===== config.mk =====
export PLATFORM = sky130hd
export DESIGN_NAME = fa_20bit_adder
export DESIGN_NICKNAME = d
export VERILOG_FILES = /design/src/rtl/fa_pkg.sv /design/src/rtl/fa_cell.sv /design/src/rtl/fa_20bit_adder.sv
export SDC_FILE = /design/constraint.sdc
export NUM_CORES = 1
export LEC_CHECK = 0
export ABC_AREA = 1
export BUFFER_PORTS_ARGS = -buffer_cell sky130_fd_sc_hd__buf_2
export CORE_MARGIN = 2
export CORE_UTILIZATION = 40
export DETAILED_ROUTE_END_ITERATION = 6
export HOLD_SLACK_MARGIN = 0.05
export PLACE_DENSITY = 0.78
export SETUP_SLACK_MARGIN = 0.05
export SLEW_MARGIN = 25
export SYNTH_ARGS = -nofsm -noshare
export SYNTH_HDL_FRONTEND = slang
export SYNTH_SLANG_ARGS = --single-unit

===== constraint.sdc =====
create_clock -name clk -period 12 [get_ports clk]
set_input_delay 0.6 -clock clk [delete_from_list [all_inputs] [get_ports clk]]
set_output_delay 0.6 -clock clk [all_outputs]
set_load 0.03 [all_outputs]

===== src/rtl/fa_pkg.sv =====
// Shared constants for the fa_20bit_adder datapath leaf and a plain-arithmetic
// reference sum used by scoreboards.
package fa_pkg;

  localparam int FA_DEFAULT_WIDTH = 20;
  localparam int CLA_GROUP        = 4;

  function automatic logic [FA_DEFAULT_WIDTH:0] ref_add(
    input logic [FA_DEFAULT_WIDTH-1:0] a,
    input logic [FA_DEFAULT_WIDTH-1:0] b,
    input logic                        cin
  );
    return {1'b0, a} + {1'b0, b} + {{FA_DEFAULT_WIDTH{1'b0}}, cin};
  endfunction

endpackage


===== src/rtl/fa_cell.sv =====
// 1-bit full adder cell: s = a^b^ci, co = majority(a, b, ci).
// Purely combinational, no clock, no flow control.
module fa_cell (
  input  logic a,
  input  logic b,
  input  logic ci,
  output logic s,
  output logic co
);

  assign s  = a ^ b ^ ci;
  assign co = (a & b) | (a & ci) | (b & ci);

endmodule


===== src/rtl/fa_20bit_adder.sv =====
// Width-parameterised adder {cout,S} = A+B+cin with signed overflow; S/cout/ovf
// are combinational (0 cycles), S_q/cout_q/ovf_q follow one clk later, no stall.
// FA_20BIT_CLA_EN selects 4-bit carry-lookahead groups instead of pure ripple.
module fa_20bit_adder
  import fa_pkg::*;
#(
  parameter int width = FA_DEFAULT_WIDTH
) (
  input  logic             clk,
  input  logic             rst,
  input  logic [width-1:0] A,
  input  logic [width-1:0] B,
  input  logic             cin,
  output logic [width-1:0] S,
  output logic             cout,
  output logic             ovf,
  output logic [width-1:0] S_q,
  output logic             cout_q,
  output logic             ovf_q
);

  // c[i] is the carry into bit i; c[width] is the carry out of the MSB.
  logic [width:0] c;

  assign c[0] = cin;

`ifdef FA_20BIT_CLA_EN

  localparam int NUM_GRP = (width + CLA_GROUP - 1) / CLA_GROUP;

  logic [width-1:0] g;
  logic [width-1:0] p;
  logic [width-1:0] cell_co;

  assign g = A & B;
  assign p = A ^ B;

  // Carry out of bit n-1 of a group, as a flat sum of products of g/p and the
  // group carry-in, so every bit carry in the group resolves in parallel.
  function automatic logic la_carry(
    input logic [CLA_GROUP-1:0] gg,
    input logic [CLA_GROUP-1:0] pp,
    input logic                 ci,
    input int                   n
  );
    logic r;
    logic t;
    r = 1'b0;
    for (int j = 0; j <= n; j++) begin
      t = (j == 0) ? ci : gg[j-1];
      for (int m = j; m < n; m++) begin
        t = t & pp[m];
      end
      r = r | t;
    end
    return r;
  endfunction

  for (genvar grp = 0; grp < NUM_GRP; grp++) begin : g_grp
    localparam int LO = grp * CLA_GROUP;
    localparam int SZ = ((width - LO) < CLA_GROUP) ? (width - LO) : CLA_GROUP;

    logic [CLA_GROUP-1:0] gg;
    logic [CLA_GROUP-1:0] pp;

    always_comb begin
      gg = '0;
      pp = '0;
      for (int i = 0; i < SZ; i++) begin
        gg[i] = g[LO+i];
        pp[i] = p[LO+i];
      end
    end

    for (genvar k = 0; k < SZ; k++) begin : g_bit
      assign c[LO+k+1] = la_carry(gg, pp, c[LO], k + 1);
    end
  end

  for (genvar i = 0; i < width; i++) begin : g_sum
    fa_cell u_cell (
      .a  (A[i]),
      .b  (B[i]),
      .ci (c[i]),
      .s  (S[i]),
      .co (cell_co[i])
    );
  end

`else

  for (genvar i = 0; i < width; i++) begin : g_ripple
    fa_cell u_cell (
      .a  (A[i]),
      .b  (B[i]),
      .ci (c[i]),
      .s  (S[i]),
      .co (c[i+1])
    );
  end

`endif

  assign cout = c[width];
  assign ovf  = c[width-1] ^ c[width];

  always_ff @(posedge clk) begin
    if (rst) begin
      S_q    <= '0;
      cout_q <= 1'b0;
      ovf_q  <= 1'b0;
    end else begin
      S_q    <= S;
      cout_q <= cout;
      ovf_q  <= ovf;
    end
  end

endmodule


==> impl_metrics.sql <==
INSERT INTO impl_metrics (metric_group, metric, value, unit) VALUES
('critical_path', 'cp_max_fo', '2', ''),
('floorplan', 'rows', '20', ''),
('grt', 'use_met2', '24.3', '%'),
('detailed_routing', 'via_count', '911', ''),
('clock_network', 'cts-resized-gates', '0', ''),
('cells_and_area', 'num-fill-cells', '272', ''),
('grt', 'grt_pass1_vias', '920', ''),
('cells_and_area', 'area_taken_by_flip_flops_and_latches', '440', 'um^2'),
('cells_and_area', 'area.growth.synth_to_final', '27.4', '%'),
('timing', 'grt_setup_unrepaired', 'false', ''),
('power', 'sw_frac_of_total', '43.0', '%'),
('cells_and_area', 'fraction_of_layout_instances_using_a_drive_strength_above_1', '50.5', '%'),
('timing', 'maxSlewViolCount', '0', ''),
('yosys', 'synth_top_area_share', '36.0', '%'),
('cells_and_area', 'multi_input_area', '502', 'um^2'),
('grt', 'pin_count_of_the_biggest_net_entering_global_routing', '23', ''),
('cells_and_area', 'most_common_library_cell_in_the_layout_ignoring_fill_and_taps', 'sky130_fd_sc_hd__buf_2', ''),
('power', 'share_seq_of_total_power', '35.5', '%'),
('floorplan', 'die_y', '59.3', 'um'),
('floorplan', 'floorplan.core_area', '2980', 'um^2'),
('clock_network', 'cts_htree_levels', '1', ''),
('detailed_routing', 'antenna_violating_nets_post_route', '0', ''),
('critical_path', 'critical_path_required', '11.40', 'ns'),
('cells_and_area', 'most-common-layout-cells', 'sky130_fd_sc_hd__buf_2, sky130_fd_sc_hd__inv_1, sky130_fd_sc_hd__dfxtp_1', ''),
('clock_network', 'clk_pin_slew', '0.12', 'ns'),
('placement', 'port_buffers', '86', ''),
('critical_path', 'critPathKind', 'in2out', ''),
('floorplan', 'ios', '87', ''),
('detailed_routing', 'avgViaCountPerCell', '4.16', ''),
('yosys', 'synth_register_bits', '22', ''),
('clock_network', 'cts-buffers-inserted', '3', ''),
('placement', 'detailed_place_hpwl', '1.91', 'mm'),
('grt', 'grt_pass1_wl', '3.56', 'mm'),
('power', 'leakage', '0.000912', 'uW'),
('power', 'combinationalPowerShare', '47.5', '%'),
('placement', 'finalWeightedCongestion', '0.678', ''),
('power', 'switchingPower', '102', 'uW'),
('yosys', 'yosys_warnings', '0', ''),
('yosys', 'average_footprint_of_a_synthesized_cell', '10.4', 'um^2'),
('clock_network', 'cts_num_sinks', '22', ''),
('flow_run', 'cap_violations', '0', ''),
('outcome', 'run_status', 'complete, no violations', ''),
('grt', 'grtUsageMet3', '3.93', '%'),
('power', 'p_int', '135', 'uW'),
('yosys', 'synth_area', '1220', 'um^2'),
('detailed_routing', 'drt_pre_antenna_iters', '4', ''),
('timing', 'timing.final.hold_violations', '0', ''),
('power', 'total_power', '237', 'uW'),
('floorplan', 'initial_cell_density_of_the_core', '41.1', '%'),
('floorplan', 'dieWidth', '59.3', 'um'),
('cells_and_area', 'antenna_cells', '0', ''),
('power', 'power_density', '152', 'nW/um^2'),
('clock_network', 'ctsHoldBuffers', '0', ''),
('grt', 'grt_remaining_overflow', '0', ''),
('power', 'vdd_ir_drop_max', '0.0609', 'mV'),
('detailed_routing', 'wl_per_cell', '10.1', 'um'),
('timing', 'setup_slack', '2.57', 'ns'),
('grt', 'gr-usage-met1', '14.7', '%'),
('placement', 'detailedPlace.worstSlack', '2.53', 'ns'),
('grt', 'top_usage_layer_grt', 'met2', ''),
('yosys', 'synthTopCellsByArea', 'sky130_fd_sc_hd__dfxtp_1, sky130_fd_sc_hd__fa_1, sky130_fd_sc_hd__buf_4', ''),
('timing', 'setup-tns-final', '0', 'ns'),
('detailed_routing', 'drc_errors', '0', ''),
('grt', 'grt_antenna_before_repair', '0', ''),
('grt', 'grt_use_total', '13.6', '%'),
('timing', 'worst_slew_margin_rel', '72.9', '%'),
('yosys', 'synth_cell_type_count', '10', ''),
('clock_network', 'clock_tree_from_tritoncts', 'yes', ''),
('detailed_routing', 'routed_wirelength', '2.21', 'mm'),
('placement', 'placed_cell_area', '1520', 'um^2'),
('critical_path', 'setup.worst_path.end_class', 'output port', '');
[layout make-up]
cell class | instances | area share [%]
clock buffer | 4 | 2.33
multi-input combinational | 45 | 32.2
inverter | 29 | 6.98
timing repair buffer | 86 | 27.6
tap | 33 | 2.65
sequential | 22 | 28.3
[per-stage QoR]
step | util, % | hold WS, ns | cells
floorplan | - | 0.672 | 118
global placement | 51.1 | 0.989 | 215
detailed placement | 51.1 | 1.00 | 215
CTS | 52.4 | 0.666 | 219
global route | 52.4 | 0.684 | 219
finish | 52.4 | 0.684 | 219
[sequential cells by signal, summed over array words and instances (netlist names)]
signal and flops:
S_q 20, cout_q 1, ovf_q 1
[power groups by stage]
stage	clock network (uW)	registers, uW	logic, uW
final	40.4	84.2	113
after global routing	46.5	85.1	123
after CTS	44.2	84.4	114
after detailed placement	0	86.0	114
after global placement	0	85.6	112
after floorplan	0	106	77.2
[cells by family (layout without fill, tap and decap cells)]
group,count (synthesis),in the layout,synth area share [%]
buffers and inverters,51,119,23.0
adders and majority gates,20,20,32.7
and+or+nand+nor,25,25,8.28
DFF,22,22,36.0
[metal layers]
layer  vias to the layer above  wire length (um)  share of wire (%)
met5                         -                 0                  0
met4                         0                12               0.54
met3                         2               305                 14
met2                        67              1030                 47
met1                       398               858                 39
li1                        444                 -                  -
[cells in the mapped netlist (all sizes together)]
library cell / count
inv: 29
fa: 20
dfxtp: 22
buf: 22
nand2: 3
nor2: 22
[worst max-delay path: stages]
cell and delay [ns]:
sky130_fd_sc_hd__buf_2 0.10, sky130_fd_sc_hd__inv_1 0.07, sky130_fd_sc_hd__fa_1 0.17, sky130_fd_sc_hd__inv_1 0.05, sky130_fd_sc_hd__fa_1 0.37, sky130_fd_sc_hd__fa_1 0.39, sky130_fd_sc_hd__fa_1 0.41, sky130_fd_sc_hd__fa_1 0.40
sky130_fd_sc_hd__fa_1 0.39, sky130_fd_sc_hd__fa_1 0.40, sky130_fd_sc_hd__fa_1 0.39, sky130_fd_sc_hd__fa_1 0.38, sky130_fd_sc_hd__fa_1 0.38, sky130_fd_sc_hd__fa_1 0.38, sky130_fd_sc_hd__fa_1 0.38, sky130_fd_sc_hd__fa_1 0.39
sky130_fd_sc_hd__fa_1 0.40, sky130_fd_sc_hd__fa_1 0.40, sky130_fd_sc_hd__fa_1 0.39, sky130_fd_sc_hd__fa_1 0.40, sky130_fd_sc_hd__fa_1 0.39, sky130_fd_sc_hd__fa_1 0.41, sky130_fd_sc_hd__inv_1 0.10, sky130_fd_sc_hd__fa_1 0.42
sky130_fd_sc_hd__inv_1 0.06, sky130_fd_sc_hd__buf_2 0.19
[final timing paths]
path | startpoint | cells after the start | to | slack, ns
max | A[0] | 26 | S[19] | 2.57
min | B[10] | 4 | S_q[10]$_SDFF_PP0_ | 0.68
Note: power is estimated with default switching activity, not from simulation.
